### src/rtl/sipo_rx_ctrl.sv
// Receive sequencer for a serial-in parallel-out datapath: start-bit detection, mid-bit sampling,
// stop-bit check and valid/ready delivery of the captured word with sticky overrun reporting.
module sipo_rx_ctrl #(
    parameter int WIDTH = 4,
    parameter int DIV   = 4
) (
    input  logic             clk,
    input  logic             r,
    input  logic             sin,
    output logic [WIDTH-1:0] dout,
    output logic             dout_valid,
    input  logic             dout_ready,
    output logic             busy,
    output logic             frame_err,
    output logic             overrun
);

    localparam int HALF = DIV / 2;
    localparam int DW   = $clog2(DIV);
    localparam int BW   = $clog2(WIDTH);
    localparam logic [DW-1:0] HALF_LAST = DW'(HALF - 1);
    localparam logic [DW-1:0] DIV_LAST  = DW'(DIV - 1);
    localparam logic [BW-1:0] BIT_LAST  = BW'(WIDTH - 1);

    typedef enum logic [2:0] {
        ST_IDLE,
        ST_START,
        ST_DATA,
        ST_STOP,
        ST_BREAK
    } state_t;

    state_t           state_q, state_d;
    logic [DW-1:0]    div_q, div_d;
    logic [BW-1:0]    bit_q, bit_d;
    logic [WIDTH-1:0] sreg_q, sreg_d;
    logic [WIDTH-1:0] dout_q, dout_d;
    logic             valid_q, valid_d;
    logic             ferr_q, ferr_d;
    logic             ovr_q, ovr_d;

    always_ff @(posedge clk or posedge r) begin
        if (r) begin
            state_q <= ST_IDLE;
            div_q   <= '0;
            bit_q   <= '0;
            sreg_q  <= '0;
            dout_q  <= '0;
            valid_q <= 1'b0;
            ferr_q  <= 1'b0;
            ovr_q   <= 1'b0;
        end else begin
            state_q <= state_d;
            div_q   <= div_d;
            bit_q   <= bit_d;
            sreg_q  <= sreg_d;
            dout_q  <= dout_d;
            valid_q <= valid_d;
            ferr_q  <= ferr_d;
            ovr_q   <= ovr_d;
        end
    end

    // The divider restarts at every sampling point, so each state only waits for its own terminal count.
    always_comb begin
        state_d = state_q;
        div_d   = div_q + DW'(1);
        bit_d   = bit_q;
        sreg_d  = sreg_q;
        dout_d  = dout_q;
        valid_d = valid_q;
        ferr_d  = 1'b0;
        ovr_d   = ovr_q;

        if (valid_q && dout_ready) begin
            valid_d = 1'b0;
        end

        unique case (state_q)
            ST_IDLE: begin
                div_d = '0;
                if (!sin) begin
                    state_d = ST_START;
                end
            end
            ST_START: begin
                if (div_q == HALF_LAST) begin
                    div_d = '0;
                    bit_d = '0;
                    state_d = sin ? ST_IDLE : ST_DATA;
                end
            end
            ST_DATA: begin
                if (div_q == DIV_LAST) begin
                    div_d  = '0;
                    sreg_d = {sreg_q[WIDTH-2:0], sin};
                    bit_d  = bit_q + BW'(1);
                    if (bit_q == BIT_LAST) begin
                        state_d = ST_STOP;
                    end
                end
            end
            ST_STOP: begin
                if (div_q == DIV_LAST) begin
                    div_d = '0;
                    if (sin) begin
                        state_d = ST_IDLE;
                        // A word being accepted this very cycle frees the slot for the new one.
                        if (!valid_q || dout_ready) begin
                            dout_d  = sreg_q;
                            valid_d = 1'b1;
                        end else begin
                            ovr_d = 1'b1;
                        end
                    end else begin
                        ferr_d  = 1'b1;
                        state_d = ST_BREAK;
                    end
                end
            end
            ST_BREAK: begin
                div_d = '0;
                if (sin) begin
                    state_d = ST_IDLE;
                end
            end
            default: begin
                div_d   = '0;
                state_d = ST_IDLE;
            end
        endcase
    end

    assign dout       = dout_q;
    assign dout_valid = valid_q;
    assign busy       = (state_q != ST_IDLE);
    assign frame_err  = ferr_q;
    assign overrun    = ovr_q;

endmodule

### config.mk
export PLATFORM = sky130hd
export DESIGN_NAME = sipo_rx_ctrl
export DESIGN_NICKNAME = d
export VERILOG_FILES = /design/src/rtl/sipo_rx_ctrl.sv
export SDC_FILE = /design/constraint.sdc
export NUM_CORES = 1
export LEC_CHECK = 0
export CAP_MARGIN = 10
export CORE_MARGIN = 2
export CORE_UTILIZATION = 55
export CTS_CLUSTER_SIZE = 24
export DETAILED_ROUTE_END_ITERATION = 10
export PLACE_DENSITY_LB_ADDON = 0.2
export SETUP_SLACK_MARGIN = 0.2
export SLEW_MARGIN = 10
export SYNTH_ARGS = -nofsm -noshare
export SYNTH_HDL_FRONTEND = slang
export SYNTH_SLANG_ARGS = --single-unit
### constraint.sdc
create_clock -name clk -period 2.9 [get_ports clk]
set_clock_uncertainty 0.05 [all_clocks]
set_input_delay 0.29 -clock clk [delete_from_list [all_inputs] [get_ports clk]]
set_output_delay 0.29 -clock clk [all_outputs]
set_load 0.05 [all_outputs]
Yosys cells after proc, flatten, opt, wreduce, memory -nomap -nowiden
Index checks and enable logic that the tools add are counted.
{"block": "op_classes", "n_addsub": 2, "eq_ne": 13, "muxes": 23, "n_bitwise": 1, "n_reduce_logical": 12}
{"cell": "3-bit 2-to-1 mux", "n": 7}
{"cell": "3-bit one-hot mux with 5 select lines", "n": 1}
{"cell": "2-bit inequality test, second input constant", "n": 6}
{"cell": "2-bit 2-to-1 mux", "n": 5}
{"cell": "1-bit 2-to-1 mux", "n": 8}
{"cell": "2-bit one-hot mux with 2 select lines", "n": 2}
{"cell": "4-bit AND reduction", "n": 2}
{"cell": "3-bit by 2-bit equality test with 1-bit output, second input constant", "n": 2}
{"cell": "6-bit AND reduction", "n": 1}
{"cell": "2-bit by 1-bit adder with 2-bit output, second input constant", "n": 2}
{"cell": "2-bit equality test, second input constant", "n": 2}
{"cell": "3-bit by 1-bit equality test with 1-bit output, second input constant", "n": 1}
{"cell": "3-bit equality test, second input constant", "n": 1}
{"cell": "3-bit zero test", "n": 1}
{"cell": "3-bit AND reduction", "n": 1}
{"cell": "3-bit nonzero test", "n": 1}
{"cell": "2-bit by 1-bit equality test with 1-bit output, second input constant", "n": 1}
{"cell": "2-bit AND reduction", "n": 1}
{"cell": "2-bit nonzero test", "n": 1}
{"cell": "2-bit OR reduction", "n": 1}
{"cell": "1-bit logical AND", "n": 1}
{"cell": "1-bit zero test", "n": 1}
{"cell": "1-bit logical OR", "n": 1}
{"cell": "1-bit NOT", "n": 1}
{"block": "word_totals", "regBits": 18, "input_bits": 4, "elab_cells": 59}

Depth between registers and ports, before layout
Gate-level depths: netlist of run 1.
{"block": "depth", "ltp_word": 6, "depth_mapped": 5}

Worst setup path after synthesis of run 1
OpenSTA, ideal clock, no wires.
{"block": "synth_timing", "path_type": "register to register", "startpoint": "register valid_q (netlist: dout_valid)", "endpoint": "register dout_q[0] (netlist: dout[0])", "setup_ps": 125, "arrival_ps": 1354, "slack_ps": 1371, "stages_incl_launch_ff": 4, "period_less_slack_ps": 1529, "cell_sequence": "dfrtp_1 or2b_1 nand3_4 mux2_2"}
{"block": "synth_via", "elab_chain_len": 3}
{"item": "start: declaration", "line_no": "38", "text": "logic valid_q, valid_d;"}
{"item": "start signal: assignment", "line_no": "58", "text": "valid_q <= valid_d;"}
{"item": "1-bit zero test", "line_no": "109", "text": "if (!valid_q || dout_ready) begin"}
{"item": "1-bit logical OR", "line_no": "109"}
{"item": "4-bit AND reduction (no line)"}
{"item": "end signal: assignment", "line_no": "57", "text": "dout_q <= dout_d;"}
{"item": "end: declaration", "line_no": "37", "text": "logic [WIDTH-1:0] dout_q, dout_d;"}
No other way between the ends.
A chain may end at the register's enable or synchronous reset.

Final worst setup path of run 1
{"block": "layout_timing", "startpoint": "register state_q[2]", "endpoint": "output busy"}
{"block": "layout_via", "elab_chain_len": 1}
{"item": "start: declaration", "line_no": "33", "text": "state_t state_q, state_d;"}
{"item": "start signal: assignment", "line_no": "53", "text": "state_q <= state_d;"}
{"item": "3-bit nonzero test", "line_no": "136", "text": "assign busy = (state_q != ST_IDLE);"}
{"item": "end: declaration", "line_no": "13", "text": "output logic busy,"}
No other way between the ends.

==> results.yml, run 1 <==
yosys:
  synthMuxAreaShare_pct: 14.3
  synth_compound_area_share_pct: 6.59
  synth_nets: 78
  ys_async_sr_fraction_pct: 100
  synth-simple-area-share_pct: 15.5
  synth.avg_cell_area_um2: 12.2
  ys_ff_latch: 18
  synth_cells: 70
  netlist_area_um2: 855
  synthTopCellsByCount: "18 x dfrtp_1, 10 x mux2_2, 5 x inv_1, 5 x nand2_1"
  yosysSeqAreaShare_pct: 52.7
  synth_top_family_by_area: "simple AND/OR/NAND/NOR gates"
  synth_cell_types: 27
  synth_edf_count: 0
  yosysWarnings: 0
  synth_flop_cell: "dfrtp_1"
  synth_top_area_share_pct: 52.7
  synthAdderAreaFrac_pct: 5.86
  synthTopCellsByArea: "dfrtp_1 53%, mux2_2 13%, ha_1 5.9%"
  yosysTopAreaCell: "dfrtp_1"
  synth.most_common_cell: "dfrtp_1"
  synth-xor-area-share_pct: 0
clock_network:
  cts_buffers: 3
  clockBufferDepth: 2
  clock_latency_ns: 0.29
  cts_root_buffer: "clkbuf_4"
  cts.clk_slew.worst_paths_ns: 0.10
  ctsHoldBuffers: 0
  cts.htree.levels: 1
  post-cts-setup-buffer-count: 0
  clock-sinks: 18
  post_cts_resized: 0
  cts_tree: "built"
layout:
  area_growth_pct: 16.7
  final_core_util_pct: 67.0
  nFillCells: 113
  diodes: 0
  drive_gt1_share_pct: 23.5
  fin_area_um2: 997
  final_cell_count_no_fill: 97
  nets: 90
global_route:
  grt.overflow.total: 0
  grt_pass1_wl_um: 2370
  antenna_found_initial: 0
  grt_pass1_vias: 539
  grt_max_degree: 19
  grt.total_usage_pct: 17.2
timing:
  fin_ws_ns: 0.590
  finalCritPeriodShare_pct: 79.7
  finalHoldViolations: 0
  worstMarginPinSlew_ns: 0.636
  slew-limit-headroom_pct: 57.5
  setup_tns_ns: 0
  final_max_slew_viol_count: 0
  layout_min_cycle_time_ns: 2.31
  rsz0062_at_grt: "false"
  final-setup-viol-count: 0
  hold_slack_ns: 0.317
  fmax_mhz: 433
die:
  start_util_pct: 57.4
  die_area_um2: 1880
  io_pins: 12
  die_h_um: 43.4
  core_um2: 1490
  rows: 14
  dieWidth_um: 43.4
worst_setup_path:
  critical_path.max_stage_delay_ns: 0.71
  cp_cell_sequence: "or3_2 > clkdlybuf4s50_1"
  end_kind: "output port"
  crit_type: "reg2out"
  slowest_stage: "clkdlybuf4s50_1"
  cp-start-kind: "flip-flop"
  crit_family: "buffers and inverters"
  worst-path-buf-inv: 1
  cp_max_fo: 10
  critPathArrivalTime_ns: 1.97
  crit_required_ns: 2.56
power_and_ir_drop:
  total_power_mw: 0.787
  max-vdd-ir-drop_uv: 503
  p_per_area_nw_per_um2: 789
  leakage_nw: 0.467
drt:
  drtPass1Iterations: 4
  ant_nets: 0
  vias: 541
  finalWirelength_um: 1300
  drtIter0Drc: 5
  routedWlPerCell_um: 13.4
  via_per_inst: 5.58
  drc_errors: 0
placed_design:
  preCtsSetupSlack_ns: 0.912
  place_area_um2: 961
  portBuffers: 11
  dp_cells: 93
  dp_hpwl_um: 938
  gp_congestion: 0.754
job:
  maxCapViolCount: 0
run_status:
  status: "finished, final reports clean"
worst_hold_path:
  min_path_type: "in2async"
[worst register-to-register path, stage by stage, from the launching register on]
cell and delay, ns:
dfrtp_1 0.42, ha_1 0.31, and4bb_2 0.38, a31oi_1 0.10, mux2_2 0.30
[cells by family (layout without fill, tap and decap cells)]
| family | after synthesis | count (layout) |
|---|---|---|
| simple gates | 20 | 20 |
| compound gates | 8 | 8 |
| fa+ha+maj | 4 | 4 |
| flops | 18 | 18 |
| mux | 11 | 11 |
| buf+inv | 9 | 20 |
[placed cells by master (no fill, tap or decap), drive strengths merged]
| cell | n |
|---|---|
| nor2 | 4 |
| ha | 4 |
| and2b | 1 |
| nor3 | 1 |
| mux2 | 10 |
| o21bai | 1 |
| clkbuf | 4 |
| and4b | 1 |
| inv | 5 |
| a2111oi | 1 |
| a221o | 1 |
| a22o | 1 |
| a21oi | 3 |
| and4bb | 1 |
| a31oi | 1 |
| mux2i | 1 |
| clkdlybuf4s50 | 11 |
| nand3 | 2 |
| nand2 | 5 |
| nor4bb | 1 |
| nor3b | 1 |
| or2b | 1 |
| dfrtp | 18 |
| or3 | 2 |
[registers in the layout, indices dropped and copies added, names as in the netlist]
name and flops:
sreg_q 4, dout 4, div_q 2, state_q 3
bit_q 2, frame_err 1, overrun 1, dout_valid 1
[report_power, final]
group | switching [mW] | internal, mW | leakage (nW) | total [mW]
sequential | 0.0676 | 0.306 | 0.243 | 0.373
combinational | 0.133 | 0.127 | 0.203 | 0.260
clock | 0.0764 | 0.0765 | 0.0210 | 0.153
[layer usage]
metal	vias to the layer above	global-route usage, %	routed length [um]
li1	267	-	-
met1	259	23.0	632
met2	13	27.8	597
met3	2	4.17	60
met4	0	5.45	11
met5	-	0	0
[worst paths after layout]
kind | slack [ns] | startpoint | cells past startpoint | endpoint
min in group clk | 0.43 | overrun | 1 | overrun
max in group asynchronous | 2.08 | r | 2 | state_q[0]
setup reg to reg | 1.25 | div_q[0] | 4 | bit_q[0]
hold reg to reg | 0.43 | overrun | 1 | overrun
hold / removal | 0.32 | r | 2 | overrun
setup / recovery | 0.59 | state_q[2] | 2 | busy
[final cells by class]
type                    count  area, um2  area share, %
flip-flops and latches     18        450           45.2
clock buffers               4       36.3           3.64
inverters                   5       18.8           1.88
multi-input cells          43        362           36.3
repair buffers             11        110           11.0
well taps                  16       20.0           2.01
Note: power is estimated with default switching activity, not from simulation.
==> run 2: changes to the inputs <==
CORE_UTILIZATION = 46   (was 55)
clock period = 2 ns   (was 2.9 ns; I/O delays follow)
==> run 2 against run 1 <==
  * Flip-flop and latch count did not move
  * Register-to-register slack got worse by 0.85 ns
  * Largest cell class unchanged
  * Via count fell by 4.6%
  * Cell area fell by 0.38%
==> results.yml, run 2 (synthesis gave the netlist of run 1 again) <==
layout:
  final_core_util_pct: 56.9
  nets: 90
  final_common_cell: "dfrtp_1"
  nFillCells: 154
  drive_gt1_share_pct: 25.0
  final-seq-area_um2: 452
  area_growth_pct: 16.3
  most-common-layout-cells: "17 x dfrtp_1, 10 x mux2_2, 10 x clkdlybuf4s50_1, 5 x inv_1, 5 x nand2_1"
  diodes: 0
  multi_input_area_um2: 362
clock_network:
  post_cts_resized: 0
  clock_latency_ns: 0.28
  cts_buffers: 3
  cts_root_buffer: "clkbuf_4"
  cts.htree.levels: 1
  ctsHoldBuffers: 0
  cts.clk_slew.worst_paths_ns: 0.09
  post-cts-setup-buffer-count: 0
  cts_tree: "built"
  clockBufferDepth: 2
  clock-sinks: 18
worst_setup_path:
  cp_cell_sequence: "or3_2 > buf_4"
  slowest_stage: "or3_2"
  cp_max_fo: 10
  cp-start-kind: "flip-flop"
  crit_required_ns: 1.75
  critical_path.max_stage_delay_ns: 0.50
  critPathArrivalTime_ns: 1.47
  end_kind: "output port"
  crit_type: "reg2out"
drt:
  via_per_inst: 4.91
  routedWlPerCell_um: 12.3
  drtIter0Drc: 4
  drtPass1Iterations: 4
  finalWirelength_um: 1300
  vias: 516
  drc_errors: 0
  ant_nets: 0
die:
  core_um2: 1750
  start_util_pct: 49.0
  die_h_um: 47.1
  io_pins: 12
  rows: 15
  dieWidth_um: 47.1
  die_area_um2: 2220
run_status:
  status: "finished, final reports clean"
power_and_ir_drop:
  p_per_area_nw_per_um2: 1090
  leakage_nw: 0.459
  max-vdd-ir-drop_uv: 662
  total_power_mw: 1.08
global_route:
  grt_max_degree: 19
  grt.total_usage_pct: 15.0
  grt_pass1_vias: 464
  antenna_found_initial: 0
  grt_pass1_wl_um: 2210
  grt.overflow.total: 0
timing:
  rsz0062_at_grt: "false"
  final-setup-viol-count: 0
  slew-limit-headroom_pct: 57.5
  hold_slack_ns: 0.242
  fmax_mhz: 581
  final_max_slew_viol_count: 0
  worstMarginPinSlew_ns: 0.636
  layout_min_cycle_time_ns: 1.72
  finalHoldViolations: 0
  setup_tns_ns: 0
  finalCritPeriodShare_pct: 86.0
placed_design:
  portBuffers: 11
  dp_hpwl_um: 966
  gp_congestion: 0.733
worst_hold_path:
  min_path_type: "in2async"
job:
  maxCapViolCount: 0
## run 2: changes by cell type in the layout (fill, tap and decap cells not counted), sizes merged
cell / change
buf: +1
clkbuf: -1
clkdlybuf4s50: -1
## run 2: power by group
group | internal (mW) | switching (mW)
Clock | 0.0698 | 0.0997
Combinational | 0.180 | 0.186
Sequential | 0.446 | 0.102
Total | 0.695 | 0.387
## run 2: critical path: cells and delay by family, from the launching register on
kind / cells / cell delay (ns)
flip-flops: 1 / 0.49
AND/OR/NAND/NOR: 1 / 0.50
buffers and inverters: 1 / 0.20
## run 2: final timing paths
check	start	endpoint	slack, ns	depth (start not counted)
worst max-delay path	state_q[2]	busy	0.28	2
worst min-delay path	r	dout[3]	0.24	2
worst max register to register	div_q[0]	dout[3]	0.40	4
worst min register to register	overrun	overrun	0.44	1
max in group asynchronous	r	state_q[1]	1.21	2
min in group clk	overrun	overrun	0.44	1
## run 2: final cells by class
cell class | instances | area share, %
Inverter | 5 | 1.89
Clock buffer | 3 | 2.27
Timing Repair Buffer | 11 | 10.8
Sequential cell | 18 | 45.5
Multi-Input combinational cell | 43 | 36.4
Tap cell | 25 | 3.15
## run 2: metrics by stage
| stage | std cells | setup WS (ns) | area, um2 |
|---|---|---|---|
| floorplan | 70 | 0.471 | 855 |
| global placement | 102 | 0.444 | 970 |
| detailed placement | 102 | 0.414 | 970 |
| CTS | 105 | 0.265 | 992 |
| global route | 105 | 0.204 | 993 |
| finish | 105 | 0.279 | 993 |
## run 2: per-layer routing
metal	wire (um)	global-route usage [%]	up-vias
met5	0	0	-
met4	12	8.33	0
met3	53	4.62	2
met2	570	20.8	10
met1	659	20.9	238
li1	-	-	266
